`src/rtl/tensor_core_pkg.sv`:
```
// Shared definitions for the word loader and the matcher that consumes its words.
package tensor_core_pkg;

    localparam int unsigned STATE_W = 3;

    typedef logic [STATE_W-1:0] state_t;

    // Loader FSM encoding
    localparam state_t ST_IDLE  = 3'd0;
    localparam state_t ST_FILL  = 3'd1;
    localparam state_t ST_TERM  = 3'd2;
    localparam state_t ST_HOLD  = 3'd3;
    localparam state_t ST_DRAIN = 3'd4;

    // String terminator and default word delimiter
    localparam logic [7:0] NUL           = 8'h00;
    localparam logic [7:0] DELIM_DEFAULT = 8'h20;

endpackage

```
`src/rtl/word_loader.sv`:
```
// Splits a character stream into null-terminated words in a small SRAM and
// hands each word to a downstream matcher with a valid/ack handshake.
module word_loader
    import tensor_core_pkg::*;
#(
    parameter int unsigned             ADDR_WIDTH = 4,
    parameter int unsigned             DATA_WIDTH = 8,
    parameter logic [DATA_WIDTH-1:0]   DELIM      = DATA_WIDTH'(DELIM_DEFAULT)
) (
    input  logic                   blocker_clk,
    input  logic                   rst_n,
    input  logic                   in_valid,
    input  logic [DATA_WIDTH-1:0]  in_char,
    output logic                   in_ready,
    output logic                   wr_en,
    output logic [ADDR_WIDTH-1:0]  wr_addr,
    output logic [DATA_WIDTH-1:0]  wr_data,
    output logic                   word_valid,
    input  logic                   word_ack,
    output logic [ADDR_WIDTH-1:0]  word_len,
    output logic                   trunc
);

    // Last storable character position; the terminator then lands on the top address
    localparam logic [ADDR_WIDTH-1:0] MAX_COUNT = {ADDR_WIDTH{1'b1}};

    state_t                  state_q,      state_d;
    logic [ADDR_WIDTH-1:0]   count_q,      count_d;
    logic                    in_ready_q,   in_ready_d;
    logic                    wr_en_q,      wr_en_d;
    logic [ADDR_WIDTH-1:0]   wr_addr_q,    wr_addr_d;
    logic [DATA_WIDTH-1:0]   wr_data_q,    wr_data_d;
    logic                    word_valid_q, word_valid_d;
    logic [ADDR_WIDTH-1:0]   word_len_q,   word_len_d;
    logic                    trunc_q,      trunc_d;

    logic                    accept;
    logic                    is_sep;
    logic [ADDR_WIDTH-1:0]   count_inc;

    assign accept    = in_valid && in_ready_q;
    assign is_sep    = (in_char == DELIM) || (in_char == DATA_WIDTH'(NUL));
    assign count_inc = count_q + ADDR_WIDTH'(1);

    // Next-state, SRAM write and handshake decode
    always_comb begin
        state_d      = state_q;
        count_d      = count_q;
        wr_en_d      = 1'b0;
        wr_addr_d    = wr_addr_q;
        wr_data_d    = wr_data_q;
        word_valid_d = word_valid_q;
        word_len_d   = word_len_q;
        trunc_d      = trunc_q;

        case (state_q)
            ST_IDLE: begin
                // Separators here would only create empty words
                if (accept && !is_sep) begin
                    wr_en_d   = 1'b1;
                    wr_addr_d = '0;
                    wr_data_d = in_char;
                    count_d   = ADDR_WIDTH'(1);
                    state_d   = ST_FILL;
                end
            end
            ST_FILL: begin
                if (accept) begin
                    if (is_sep) begin
                        // Terminator goes out right behind the last character
                        wr_en_d   = 1'b1;
                        wr_addr_d = count_q;
                        wr_data_d = DATA_WIDTH'(NUL);
                        state_d   = ST_TERM;
                    end else begin
                        wr_en_d   = 1'b1;
                        wr_addr_d = count_q;
                        wr_data_d = in_char;
                        count_d   = count_inc;
                        if (count_inc == MAX_COUNT) begin
                            trunc_d = 1'b1;
                            state_d = ST_TERM;
                        end
                    end
                end
            end
            ST_TERM: begin
                // A truncated word still needs its terminator; a delimited one already has it
                word_len_d = count_q;
                state_d    = ST_HOLD;
                if (trunc_q) begin
                    wr_en_d   = 1'b1;
                    wr_addr_d = count_q;
                    wr_data_d = DATA_WIDTH'(NUL);
                end else begin
                    word_valid_d = 1'b1;
                end
            end
            ST_HOLD: begin
                if (!word_valid_q) begin
                    word_valid_d = 1'b1;
                end else if (word_ack) begin
                    word_valid_d = 1'b0;
                    word_len_d   = '0;
                    count_d      = '0;
                    trunc_d      = 1'b0;
                    state_d      = trunc_q ? ST_DRAIN : ST_IDLE;
                end
            end
            ST_DRAIN: begin
                // Throw away the tail of an over-long word
                if (accept && is_sep) begin
                    state_d = ST_IDLE;
                end
            end
            default: begin
                state_d = ST_IDLE;
            end
        endcase

        in_ready_d = (state_d == ST_IDLE) || (state_d == ST_FILL) || (state_d == ST_DRAIN);
    end

    // State and registered outputs
    always_ff @(posedge blocker_clk or negedge rst_n) begin
        if (!rst_n) begin
            state_q      <= ST_IDLE;
            count_q      <= '0;
            in_ready_q   <= 1'b0;
            wr_en_q      <= 1'b0;
            wr_addr_q    <= '0;
            wr_data_q    <= '0;
            word_valid_q <= 1'b0;
            word_len_q   <= '0;
            trunc_q      <= 1'b0;
        end else begin
            state_q      <= state_d;
            count_q      <= count_d;
            in_ready_q   <= in_ready_d;
            wr_en_q      <= wr_en_d;
            wr_addr_q    <= wr_addr_d;
            wr_data_q    <= wr_data_d;
            word_valid_q <= word_valid_d;
            word_len_q   <= word_len_d;
            trunc_q      <= trunc_d;
        end
    end

    assign in_ready   = in_ready_q;
    assign wr_en      = wr_en_q;
    assign wr_addr    = wr_addr_q;
    assign wr_data    = wr_data_q;
    assign word_valid = word_valid_q;
    assign word_len   = word_len_q;
    assign trunc      = trunc_q;

endmodule

```
`config.mk`:
```
export PLATFORM = sky130hd
export DESIGN_NAME = word_loader
export DESIGN_NICKNAME = d
export VERILOG_FILES = /design/src/rtl/tensor_core_pkg.sv /design/src/rtl/word_loader.sv
export SDC_FILE = /design/constraint.sdc
export NUM_CORES = 1
export LEC_CHECK = 0
export CORE_UTILIZATION = 40
export DETAILED_ROUTE_END_ITERATION = 8
export GPL_ROUTABILITY_DRIVEN = 0
export PLACE_DENSITY = 0.66
export SYNTH_ARGS = -nofsm -noshare
export SYNTH_HDL_FRONTEND = slang
export SYNTH_SLANG_ARGS = --single-unit
```
`constraint.sdc`:
```
create_clock -name blocker_clk -period 3.9 [get_ports blocker_clk]
set_input_delay 0.585 -clock blocker_clk [delete_from_list [all_inputs] [get_ports blocker_clk]]
set_output_delay 0.585 -clock blocker_clk [all_outputs]
set_load 0.05 [all_outputs]
```
==> results of run 1 <==
## routing by layer
| metal | up-vias | GRT usage |
|---|---|---|
| met4 | 0 | 0.0649 |
| met2 | 35 | 0.318 |
| met5 | - | 0 |
| met3 | 7 | 0.0273 |
| li1 | 551 | - |
| met1 | 550 | 0.229 |
## placed cells by master, fill, tap and decap left out, types with 2 or more instances in the layout
master / n
clkdlybuf4s50_1: 31
mux2i_1: 12
nor3b_1: 2
nand2_1: 21
nor2b_1: 2
nand3_1: 8
nand2b_1: 4
dfrtp_1: 27
a21boi_0: 2
ha_1: 2
nor4_1: 2
clkbuf_4: 3
inv_1: 15
o21ai_0: 4
a21o_1: 2
nor2_1: 4
a21oi_1: 5
## worst max path at each step
stage,slack (ns),startpoint,endpoint
final,1.52,in_char[3],wr_data[5]
after global routing,1.42,in_char[3],wr_data[5]
after detailed placement,1.15,in_char[3],wr_data[5]
after global placement,1.23,in_char[3],wr_data[5]
after CTS,1.51,in_char[3],wr_data[5]
after floorplan,2.01,in_char[3],wr_data[5]
## kinds of logic after synthesis
family | share of synthesized area
multiplexers | 0.0935
flip-flops | 0.481
buffers and inverters | 0.0677
AO/OA/AOI/OAI | 0.133
AND/OR/NAND/NOR | 0.207
adder cells (fa/ha/maj) | 0.0178
## through the flow
| step | cell area [um^2] | setup slack [ns] | utilization | hold WS, ns | std cells |
|---|---|---|---|---|---|
| after floorplan | 1410 | 2.01 | - | 0.289 | 142 |
| after detailed placement | 1740 | 1.15 | 0.518 | 0.494 | 214 |
| after global placement | 1740 | 1.23 | 0.518 | 0.497 | 214 |
| after global routing | 1770 | 1.42 | 0.526 | 0.537 | 218 |
| final | 1770 | 1.52 | 0.526 | 0.523 | 218 |
| after CTS | 1770 | 1.51 | 0.526 | 0.526 | 218 |
## flip-flops by register name, summed over array words and instances (netlist names)
name	flops
in_ready	1
trunc	1
wr_en	1
word_len	4
wr_addr	4
word_valid	1
count_q	4
wr_data	8
state_q	3
## power groups by stage
stage	Combinational (W)	Clock [W]	Sequential, W
2_1_floorplan	0.000288	0	0.000789
3_3_place_gp	0.000820	0	0.000510
3_5_place_dp	0.000826	0	0.000516
4_1_cts	0.000828	0.000122	0.000508
5_1_grt	0.000888	0.000132	0.000529
6_report	0.000824	0.000118	0.000512
## critical path: stages
cell,delay (ns)
clkdlybuf4s50_1,0.42
nor4_1,0.55
and2_1,0.27
a221o_2,0.40
mux2_2,0.37
## layout make-up
class | count | share of cell area
multi-input cells | 94 | 0.359
clock buffers | 4 | 0.0149
well taps | 46 | 0.0326
inverters | 15 | 0.0318
flip-flops and latches | 27 | 0.382
repair buffers | 32 | 0.180
==> summary.txt, run 1 <==
Status
  • Status: finished, final reports clean

Pwr
  • Switching Power: 0.000717 W
  • Switching share of power: 0.493
  • Int Power: 0.000738 W
  • Combinational Power Share: 0.566
  • Total power: 0.00145 W
  • Clk pwr share: 0.081
  • Flop pwr share: 0.352
  • P_leak: 0.833 nW
  • PwrDens: 823 nW/um^2
  • Peak VDD IR: 314 uV

Global route
  • Initial antenna violation count: 0
  • Gr ovfl total: 0
  • Largest net degree at the start of global routing: 28
  • GR Util All Layers: 0.182
  • First-pass GRT wire length: 5040 um
  • Vias in the first global route: 1132

Worst hold path
  • Worst min path class: register to register
  • Hold Path Cell Cnt: 1
  • Hold Path End: wr_data[5]
  • Worst Hold Launch: wr_data[5]

Clocking
  • # H-tree levels: 1
  • CTS Hold Buffers Added: 0
  • Clk_lat worst skew: 0.32 ns
  • Resized Gates After CTS: 0
  • Clock Sinks: 27
  • Clock root buffer master: clkbuf_4
  • Clock slew at reported path FFs: 0.14 ns
  • Post-CTS setup buffers: 0
  • Num CTS Buffers: 3
  • CTS tree: yes
  • CTS Buffer Depth: 2

Route
  • Routed WL: 3010 um
  • Metal-1 WL: 1430 um
  • Router iterations before antenna repair: 4
  • Metal3 WL: 132 um
  • Post-DRT Antenna Nets: 0
  • Met2 wire length: 1400 um
  • Vias per Instance: 5.24
  • Via total after detailed routing: 1143
  • Number of DRC markers in iteration 0: 38
  • Top layer in use: met4
  • Avg WL per Cell: 13.8 um
  • DRC: 0

Timing
  • Count of pins over their slew limit: 0
  • Final hold violations: 0
  • Worst-Margin Slew: 0.572 ns
  • RSZ-0062 raised after global routing: false
  • Fin Setup TNS: 0 ns
  • Post-Route Skew: 0.00334 ns
  • Max Clk Rate: 420 MHz
  • Final setup viols: 0
  • Worst slew margin: 0.615
  • Fin crit period: 2.38 ns
  • Fin crit share: 0.610

Floorplan
  • DIE AREA: 3750 um^2
  • Die X: 61.3 um
  • IO Count: 32
  • Starting Density: 0.418
  • FP Rows: 21
  • Chip Height: 61.3 um
  • Total core area: 3360 um^2

Setup path
  • CP max FO: 13
  • Worst Reg2Reg Path Length in Cells: 4
  • Setup crit end kind: register
  • Reg2Reg Setup Slack: 2.07 ns
  • FF-to-FF Start: state_q[1]
  • Critical path class: input pin to register
  • Req. time, crit path: 4.13 ns
  • Worst r2r dst: count_q[3]
  • Worst Setup Start Kind: input pin
  • Worst path arrival time: 2.61 ns

Synthesis
  • Synth Flop Type: dfrtp_1
  • Synth top area share: 0.481
  • Part of the Yosys area used for sequential elements: 0.481
  • Syn Inst Count: 142
  • Yosys cell types: 43
  • Synth area leaders: dfrtp_1, mux2i_1, nand2_1, inv_1, nand3_1
  • Post-synth EDFFs: 0
  • Most instantiated cells after synthesis: dfrtp_1, nand2_1, inv_1
  • Mapped Nets: 156
  • Asr flop ratio synth: 1.00
  • Synth Register Bits: 27
  • Ys Warns: 0
  • Count leader, synth: dfrtp_1
  • Synthesized area per cell: 9.90 um^2
  • Mapped Area: 1410 um^2
  • Leading area contributor after synthesis: dfrtp_1

Placed design
  • Port bufs: 31
  • Detailed Place HPWL: 2220 um

Cells and area
  • Layout cell share with drive strength beyond 1: 0.0640
  • Ant diodes: 0
  • Area Overhead vs Synth: 25.8%
  • Nets: 187
  • Fillers: 325
  • Register area: 676 um^2
  • Multi-input logic area: 634 um^2

Flow run
  • MaxCap Viol Count: 0
Power figures use the tool's default switching activity.
==> run 2, diff against run 1 <==
clock period = 2.3 ns   (was 3.9 ns; I/O delays follow)
==> run 2 against run 1 <==
Against the previous run: die area did not move; highest routed layer unchanged; cell area is 1.6% higher; register-to-register slack got worse by 1.6 ns; wire length up 2.5%; largest cell class unchanged; via count down 0.70%; worst hold slack worse by 0.15 ns; critical endpoint is now trunc; non-clock buffer count grew 2; first-iteration DRC count down 11%; sequential cell count unchanged; clock skew is 0.0013 ns lower; global-route usage rose by 0.37 points; sequential power increased by 69%; critical path type is now register to primary output.
==> summary.txt, run 2 (synthesis results as in run 1) <==
Setup path
  • CP Buf/Inv Count: 1 (unchanged)
  • Worst Setup Start Kind: register (was input pin)
  • CP Capture Point: trunc (was wr_data[5])
  • Worst path arrival time: 1.69 ns (was 2.61 ns)
  • Critical path class: register to primary output (was input pin to register)
  • Req. time, crit path: 1.96 ns (was 4.13 ns)
  • Crit path cell chain: clkdlybuf4s50_1 (was clkdlybuf4s50_1, nor4_1, and2_1, a221o_2, mux2_2)
  • Worst r2r dst: count_q[3] (unchanged)
  • Critical-path cell with the highest stage delay: clkdlybuf4s50_1 (was nor4_1)
  • Top Family by Delay on Critical Path: buffers and inverters (was simple AND/OR/NAND/NOR gates)
  • Worst Reg2Reg Path Length in Cells: 4 (unchanged)
  • FF-to-FF Start: state_q[1] (unchanged)
  • Setup crit end kind: primary output (was register)
  • Reg2Reg Setup Slack: 0.46 ns (was 2.07 ns)
  • Critical Path Start: trunc (was in_char[3])
  • Crit path depth: 1 (was 5)
  • CP max FO: 6 (was 13)
  • Slowest stage delay, CP: 0.85 ns (was 0.55 ns)

Cells and area
  • Most frequent cells in the layout: clkdlybuf4s50_1, dfrtp_1, nand2_1, inv_1, mux2i_1 (unchanged)
  • Commonest non-fill, non-tap cell in the layout: clkdlybuf4s50_1 (unchanged)
  • Max FFs per register: 8 (unchanged)
  • Ant diodes: 0 (unchanged)
  • Layout cell share with drive strength beyond 1: 0.0805 (was 0.0640)
  • Finished Layout Cells: 220 (was 218)
  • Area Overhead vs Synth: 27.9% (was 25.8%)
  • Nets: 189 (was 187)

Clocking
  • CTS tree: yes (unchanged)
  • Clock root buffer master: clkbuf_4 (unchanged)
  • CTS Buffer Depth: 2 (unchanged)
  • Clk_lat worst skew: 0.33 ns (was 0.32 ns)
  • CTS Hold Buffers Added: 0 (unchanged)
  • Resized Gates After CTS: 0 (unchanged)
  • # H-tree levels: 1 (unchanged)
  • Clock slew at reported path FFs: 0.14 ns (about the same)
  • Num CTS Buffers: 3 (unchanged)
  • Post-CTS setup buffers: 0 (unchanged)
  • Clock Sinks: 27 (unchanged)

Placed design
  • Worst slack at placement: 0.106 ns (was 1.15 ns)
  • Placed insts: 216 (was 214)
  • Detailed Place HPWL: 2300 um (was 2220 um)
  • Port bufs: 31 (unchanged)

Global route
  • Vias in the first global route: 1067 (was 1132)
  • GR Util All Layers: 0.186 (was 0.182)
  • Initial antenna violation count: 0 (unchanged)
  • Gr ovfl total: 0 (unchanged)
  • Largest net degree at the start of global routing: 28 (unchanged)
  • First-pass GRT wire length: 4970 um (was 5040 um)

Floorplan
  • DIE AREA: 3750 um^2 (unchanged)
  • Starting Density: 0.418 (unchanged)
  • Chip Height: 61.3 um (unchanged)
  • IO Count: 32 (unchanged)
  • FP Rows: 21 (unchanged)
  • Total core area: 3360 um^2 (unchanged)
  • Die X: 61.3 um (unchanged)

Timing
  • WHS: 0.373 ns (was 0.523 ns)
  • Worst-Margin Slew: 0.560 ns (was 0.572 ns)
  • Fin Setup TNS: 0 ns (unchanged)
  • Final setup viols: 0 (unchanged)
  • Final hold violations: 0 (unchanged)
  • Count of pins over their slew limit: 0 (unchanged)
  • Fin crit share: 0.884
  • Worst setup margin: 0.267 ns (was 1.52 ns)
  • Max Clk Rate: 492 MHz
  • Post-Route Skew: 0.00201 ns (was 0.00334 ns)
  • Worst slew margin: 0.623 (was 0.615)
  • RSZ-0062 raised after global routing: false (unchanged)
  • Fin crit period: 2.03 ns

Route
  • Router iterations before antenna repair: 4 (unchanged)
  • DRC: 0 (unchanged)
  • Vias per Instance: 5.16 (was 5.24)
  • Avg WL per Cell: 14.0 um (was 13.8 um)
  • Post-DRT Antenna Nets: 0 (unchanged)
  • Number of DRC markers in iteration 0: 34 (was 38)
  • Routed WL: 3090 um (was 3010 um)
  • Via total after detailed routing: 1135 (was 1143)

Pwr
  • Total power: 0.00249 W (was 0.00145 W)
  • Peak VDD IR: 532 uV (was 314 uV)
  • PwrDens: 1380 nW/um^2 (was 823 nW/um^2)
  • P_leak: 0.851 nW (was 0.833 nW)

Worst hold path
  • Worst min path class: input pin to async pin (was register to register)

Status
  • Status: finished, final reports clean (unchanged)

Flow run
  • MaxCap Viol Count: 0 (unchanged)
-- run 2: cell types whose count changed in the layout (fill, tap and decap cells not counted), sizes merged --
cell    before  now
clkbuf       4    3
clkinv       0    1
buf          1    3
-- run 2: cell type report --
type	instances	area [um^2]
clock buffers	3	22.5
clock inverters	1	5.00
fillers	333	1570
inverters	15	56.3
multi-input cells	94	634
flip-flops and latches	27	676
well taps	46	57.6
repair buffers	34	345
-- run 2: per-layer routing --
metal,vias up,track usage,wire length [um]
met5,-,0,0
met4,0,0.0779,51
met3,5,0.0294,126
met2,34,0.318,1490
met1,541,0.233,1430
li1,555,-,-
-- run 2: per-stage QoR --
| stage | area, um^2 | utilization |
|---|---|---|
| 6_report | 1800 | 0.534 |
| 3_3_place_gp | 1770 | 0.526 |
| 3_5_place_dp | 1770 | 0.526 |
| 4_1_cts | 1800 | 0.534 |
| 5_1_grt | 1800 | 0.534 |
| 2_1_floorplan | 1410 | - |
-- run 2: worst min-delay path by stage --
stage               start          to
2_1_floorplan       rst_n  count_q[0]
3_3_place_gp   wr_data[5]  wr_data[5]
3_5_place_dp   wr_data[5]  wr_data[5]
4_1_cts             rst_n  wr_data[1]
5_1_grt             rst_n  wr_data[2]
6_report            rst_n  wr_addr[0]
-- run 2: power breakdown --
| group | switching [W] | internal [W] |
|---|---|---|
| clock network | 0.000144 | 0.0000655 |
| logic | 0.000880 | 0.000535 |
| registers | 0.000197 | 0.000666 |
